### src/rtl/usb_slave_fifo_tx.sv
`default_nettype none
// usb_slave_fifo_tx -- FX2 slave-FIFO write master: sync header, then a frame in endpoint packets
// with a PKTEND commit for a trailing short packet. Ready/valid payload source. Rev 1.0
module usb_slave_fifo_tx #(
  parameter int                DATA_W      = 16,
  parameter int                PKT_WORDS   = 256,
  parameter int                HDR_WORDS   = 256,
  parameter logic [DATA_W-1:0] SYNC_EVEN   = 16'h7CD2,
  parameter logic [DATA_W-1:0] SYNC_ODD    = 16'h15D8,
  parameter int                FRAME_WORDS = 307200,
  parameter logic [1:0]        EP_ADDR     = 2'b10,
  parameter int                CNT_W       = 20
) (
  input  logic              usb_clk,
  input  logic              rst_n,
  input  logic              frame_start,
  input  logic [DATA_W-1:0] src_data,
  input  logic              src_valid,
  output logic              src_ready,
  input  logic              flag_full,
  output logic [DATA_W-1:0] USB_DATA,
  output logic [1:0]        USB_FIFO_ADR,
  output logic              USB_SLWR,
  output logic              USB_SLRD,
  output logic              USB_SLOE,
  output logic              PKTEND,
  output logic              busy,
  output logic              frame_done,
  output logic              abort
);

  localparam int PKT_CW = (PKT_WORDS > 1) ? $clog2(PKT_WORDS) : 1;
  // Wide enough to hold HDR_WORDS itself so the header index never wraps.
  localparam int HDR_CW = $clog2(HDR_WORDS + 2);

  localparam logic [PKT_CW-1:0] PKT_LAST  = PKT_CW'(PKT_WORDS - 1);
  localparam logic [HDR_CW-1:0] HDR_LAST  = HDR_CW'(HDR_WORDS - 1);
  localparam logic [CNT_W-1:0]  FRM_LAST  = CNT_W'(FRAME_WORDS - 1);
  localparam logic [CNT_W-1:0]  FRM_TOTAL = CNT_W'(FRAME_WORDS);

  typedef enum logic [2:0] {
    IDLE      = 3'd0,
    WAIT_HDR  = 3'd1,
    HEADER    = 3'd2,
    WAIT_ROOM = 3'd3,
    STREAM    = 3'd4,
    SHORT_GAP = 3'd5,
    COMMIT    = 3'd6,
    DONE      = 3'd7
  } state_t;

  state_t              state, state_nxt;
  logic [PKT_CW-1:0]   pkt_cnt, pkt_nxt;
  logic [HDR_CW-1:0]   hdr_cnt, hdr_nxt;
  logic [CNT_W-1:0]    frm_cnt, frm_nxt;
  logic [DATA_W-1:0]   data_nxt;
  logic                slwr_nxt;
  logic                pktend_nxt;
  logic                done_nxt;
  logic                abort_nxt;
  logic                xfer;

  assign USB_FIFO_ADR = EP_ADDR;
  assign USB_SLRD     = 1'b1;
  assign USB_SLOE     = 1'b1;
  assign busy         = (state != IDLE);
  assign src_ready    = (state == STREAM) && (frm_cnt < FRM_TOTAL);
  assign xfer         = src_valid && src_ready;

  always_ff @(posedge usb_clk or negedge rst_n) begin
    if (!rst_n) begin
      state      <= IDLE;
      pkt_cnt    <= '0;
      hdr_cnt    <= '0;
      frm_cnt    <= '0;
      USB_DATA   <= '0;
      USB_SLWR   <= 1'b1;
      PKTEND     <= 1'b1;
      frame_done <= 1'b0;
      abort      <= 1'b0;
    end else begin
      state      <= state_nxt;
      pkt_cnt    <= pkt_nxt;
      hdr_cnt    <= hdr_nxt;
      frm_cnt    <= frm_nxt;
      USB_DATA   <= data_nxt;
      USB_SLWR   <= slwr_nxt;
      PKTEND     <= pktend_nxt;
      frame_done <= done_nxt;
      abort      <= abort_nxt;
    end
  end

  always_comb begin
    state_nxt  = state;
    pkt_nxt    = pkt_cnt;
    hdr_nxt    = hdr_cnt;
    frm_nxt    = frm_cnt;
    data_nxt   = USB_DATA;
    slwr_nxt   = 1'b1;
    pktend_nxt = 1'b1;
    done_nxt   = 1'b0;
    abort_nxt  = 1'b0;

    unique case (state)
      IDLE: ;
      WAIT_HDR:  if (!flag_full) state_nxt = HEADER;
      WAIT_ROOM: if (!flag_full) state_nxt = STREAM;
      HEADER: begin
        slwr_nxt = 1'b0;
        data_nxt = hdr_cnt[0] ? SYNC_ODD : SYNC_EVEN;
        hdr_nxt  = hdr_cnt + 1'b1;
        pkt_nxt  = pkt_cnt + 1'b1;
        if (hdr_cnt == HDR_LAST) begin
          state_nxt = WAIT_ROOM;
          pkt_nxt   = '0;
        end else if (pkt_cnt == PKT_LAST) begin
          state_nxt = WAIT_HDR;
          pkt_nxt   = '0;
        end
      end
      STREAM: begin
        if (xfer) begin
          slwr_nxt = 1'b0;
          data_nxt = src_data;
          frm_nxt  = frm_cnt + 1'b1;
          pkt_nxt  = pkt_cnt + 1'b1;
          if (pkt_cnt == PKT_LAST) pkt_nxt = '0;
          if (frm_cnt == FRM_LAST) begin
            // A frame ending exactly on a packet boundary needs no explicit commit.
            if (pkt_cnt == PKT_LAST) state_nxt = DONE;
            else                     state_nxt = SHORT_GAP;
          end else if (pkt_cnt == PKT_LAST) begin
            state_nxt = WAIT_ROOM;
          end
        end
      end
      SHORT_GAP: state_nxt = COMMIT;
      COMMIT: begin
        pktend_nxt = 1'b0;
        state_nxt  = DONE;
      end
      DONE: begin
        done_nxt  = 1'b1;
        state_nxt = IDLE;
      end
      default: state_nxt = IDLE;
    endcase

    // A new frame overrides sequencing; the write already decided above still goes out.
    if (frame_start) begin
      abort_nxt = (state != IDLE);
      pkt_nxt   = '0;
      hdr_nxt   = '0;
      frm_nxt   = '0;
      if (HDR_WORDS == 0) state_nxt = WAIT_ROOM;
      else                state_nxt = WAIT_HDR;
    end
  end

endmodule
`default_nettype wire

### config.mk
export PLATFORM = sky130hd
export DESIGN_NAME = usb_slave_fifo_tx
export DESIGN_NICKNAME = d
export VERILOG_FILES = /design/src/rtl/usb_slave_fifo_tx.sv
export SDC_FILE = /design/constraint.sdc
export NUM_CORES = 1
export LEC_CHECK = 0
export CAP_MARGIN = 10
export CORE_MARGIN = 5
export CORE_UTILIZATION = 40
export DETAILED_ROUTE_END_ITERATION = 8
export DONT_BUFFER_PORTS = 1
export PLACE_DENSITY = 0.55
export SLEW_MARGIN = 25
export SYNTH_ARGS = -nofsm -noshare
export SYNTH_HDL_FRONTEND = slang
export SYNTH_SLANG_ARGS = --single-unit
### constraint.sdc
create_clock -name usb_clk -period 3.95 [get_ports usb_clk]
set_input_delay 0.1975 -clock usb_clk [delete_from_list [all_inputs] [get_ports usb_clk]]
set_output_delay 0.1975 -clock usb_clk [all_outputs]
set_load 0.1 [all_outputs]
==> results.json <==
{
  "core_mm2": 0.00765,
  "syn_area_per_cell_um2": 9.50,
  "run_status": "finished, final reports clean",
  "rsz0062_at_grt": "no",
  "synth_cell_types": 59,
  "wirelength_um": 6430,
  "grt-ovfl-total": 0,
  "yosys_warnings": 0,
  "vias": 2327,
  "hold_viol": 0,
  "slew_headroom": 0.259,
  "worstPathMaxFanout": 14,
  "grt_pass1_wl_um": 11100,
  "seqPwrFrac": 0.557,
  "postCtsSetupBuffers": 0,
  "initial_core_util": 0.405,
  "comb_power_share": 0.203,
  "gp_congestion": 0.801,
  "rrSetupSlack_ns": 1.68,
  "worstSetupStartpointType": "flip-flop",
  "first_iter_violations": 80,
  "grt_pass1_vias": 2241,
  "cp.required_ns": 3.75,
  "via_per_inst": 5.31,
  "dp.cells": 415,
  "slew_viol_final": 0,
  "final_net_count": 356,
  "critPathMaxStageDelay_ns": 1.00,
  "syn_to_final_growth_pct": 11.2,
  "period_share": 0.666,
  "synth.cell_area_mm2": 0.00310,
  "ant_nets": 0,
  "cts_buffers": 9,
  "grt_antenna_before_repair": 0,
  "synth-edff-count": 0,
  "ir_drop_v": 0.000196,
  "worstSkewPairLatency_ns": 0.33,
  "cellPowerDensity_mw_per_mm2": 649,
  "critPathArrivalTime_ns": 2.43,
  "leakagePower_nw": 1.41,
  "worstMarginPinSlew_ns": 1.11,
  "fmax_mhz": 380,
  "firstDrtPassIters": 4,
  "dieArea_mm2": 0.00960,
  "p_sw_mw": 1.08,
  "diodes": 0,
  "final_layout_size_suffix_gt1_frac": 0.122,
  "grtUsageMet1": 0.190,
  "period_minus_slack_ns": 2.63,
  "clkTransAtPathRegs_ns": 0.07,
  "ys_seq_elements": 60,
  "setup_ws_ns": 1.32,
  "dp_hpwl_um": 4320,
  "grt_use_met2": 0.217,
  "cts_max_level": 3,
  "cts_sinks": 60,
  "critPathCaptureType": "output pin",
  "clock_power_share": 0.240,
  "hold_class": "in -> reg",
  "cts_buffer_depth": 2,
  "setup_viol": 0,
  "worstSetupPathType": "reg -> out",
  "root_buffer": "clkbuf_8",
  "synth_area_leaders": "dfrtp_1 (47%), nor2_1 (6.5%), a21oi_1 (4.0%)",
  "synth_seq_area_share": 0.486,
  "grt_max_degree": 61,
  "port_buffers": 0,
  "yosysTopAreaCell": "dfrtp_1",
  "p_total_mw": 2.24,
  "pre_cts_ws_ns": 1.67,
  "syn_inst": 326,
  "die_x_um": 98.0,
  "synthTopCellsByCount": "dfrtp_1 (58), nor2_1 (54), a21oi_1 (25)",
  "wl_per_cell_um": 14.7,
  "synthArstFlopShare": 1.00,
  "die_h_um": 98.0,
  "cts_tree": "done",
  "internal_power_mw": 1.16,
  "synth.most_common_cell": "dfrtp_1",
  "synth_top_area_frac": 0.469,
  "synth-main-ff-cell": "dfrtp_1",
  "drc": 0,
  "setup-tns-final_ns": 0,
  "fp-row-count": 32,
  "grtUsageTotal": 0.142,
  "finish.utilization": 0.450,
  "use_met3": 0.0364,
  "path_cells": "nor2_2 -> nand2_1 -> a211oi_4",
  "sw_frac_of_total": 0.483,
  "cp_slowest_cell": "a211oi_4",
  "grt-busiest-layer": "met2",
  "finalClockSkew_ns": 0.00952,
  "stdcell_count": 438,
  "maxCapViolCount": 0,
  "num_io_pins": 47
}
## state kept, by name, indices dropped and copies added (netlist names)
register and count:
USB_SLWR 1, hdr_cnt 9, frame_done 1, state 3, pkt_cnt 8, abort 1, USB_DATA 16, frm_cnt 20
PKTEND 1
## placed cells by master (no fill, tap or decap), types with 5 or more instances in the layout
cell type       n
a21oi_1        25
and3_1          7
clkbuf_8        9
dfrtp_1        58
dlygate4sd3_1   5
inv_1          14
nand2_1        23
nand3_1        16
nand4_1        12
nor2_1         54
o21ai_0        17
xnor2_1         7
xor2_1         14
## critical path, delay by kind of cell, from the launching register on
family,cells,cell delay [ns]
compound gates,1,1.00
flops,1,0.56
simple gates,2,0.53
## final timing paths
kind	from	endpoint	cells after the start
worst max-delay path	state[0]	src_ready	3
worst min-delay path	src_data[2]	USB_DATA[2]	2
worst max register to register	hdr_cnt[0]	state[0]	9
min in group asynchronous	rst_n	USB_DATA[5]	2
max in group asynchronous	rst_n	USB_SLWR	2
worst min register to register	pkt_cnt[7]	pkt_cnt[7]	1
## power groups by stage
| stage | clock network, mW | registers, mW | logic [mW] |
|---|---|---|---|
| after detailed placement | 0 | 1.26 | 0.434 |
| final | 0.536 | 1.25 | 0.454 |
| after global placement | 0 | 1.25 | 0.426 |
| after global routing | 0.577 | 1.26 | 0.510 |
| after CTS | 0.557 | 1.24 | 0.461 |
| after floorplan | 0 | 1.20 | 0.422 |
## what timing repair did
item | 4_1_cts | 5_1_grt
hold buffers | 7 | 0
endpoints found under the setup margin | 0 | 0
resized for setup | 0 | 0
hold endpoints to repair | 93 | 0
## stage by stage
| step | cell area [um^2] | hold WS [ns] |
|---|---|---|
| after global placement | 3170 | -0.0966 |
| after global routing | 3440 | 0.0239 |
| final | 3440 | 0.0275 |
| after detailed placement | 3170 | -0.0966 |
| after floorplan | 3100 | -0.0981 |
| after CTS | 3450 | 0.00389 |
## kinds of logic after synthesis
kind of cell	count (synthesis)	synth area share
AO/OA/AOI/OAI	66	0.136
XOR/XNOR	21	0.0594
adder cells (fa/ha/maj)	4	0.0162
buffers and inverters	31	0.0457
flip-flops	60	0.486
multiplexers	3	0.0129
other	2	0.00243
AND/OR/NAND/NOR	139	0.242
## area by class of cell
class	instances	area (um^2)
clock buffer	9	124
clock inverter	7	67.6
fill	736	4200
inverter	14	52.6
multi-input combinational	237	1470
sequential	60	1500
tap	102	128
timing repair buffer	9	97.6
## routing by layer
metal / vias to the layer above / share of wire
li1: 1146 / -
met1: 1128 / 0.47
met2: 44 / 0.47
met3: 9 / 0.049
met4: 0 / 0.012
met5: - / 0
Power figures use the tool's default switching activity.
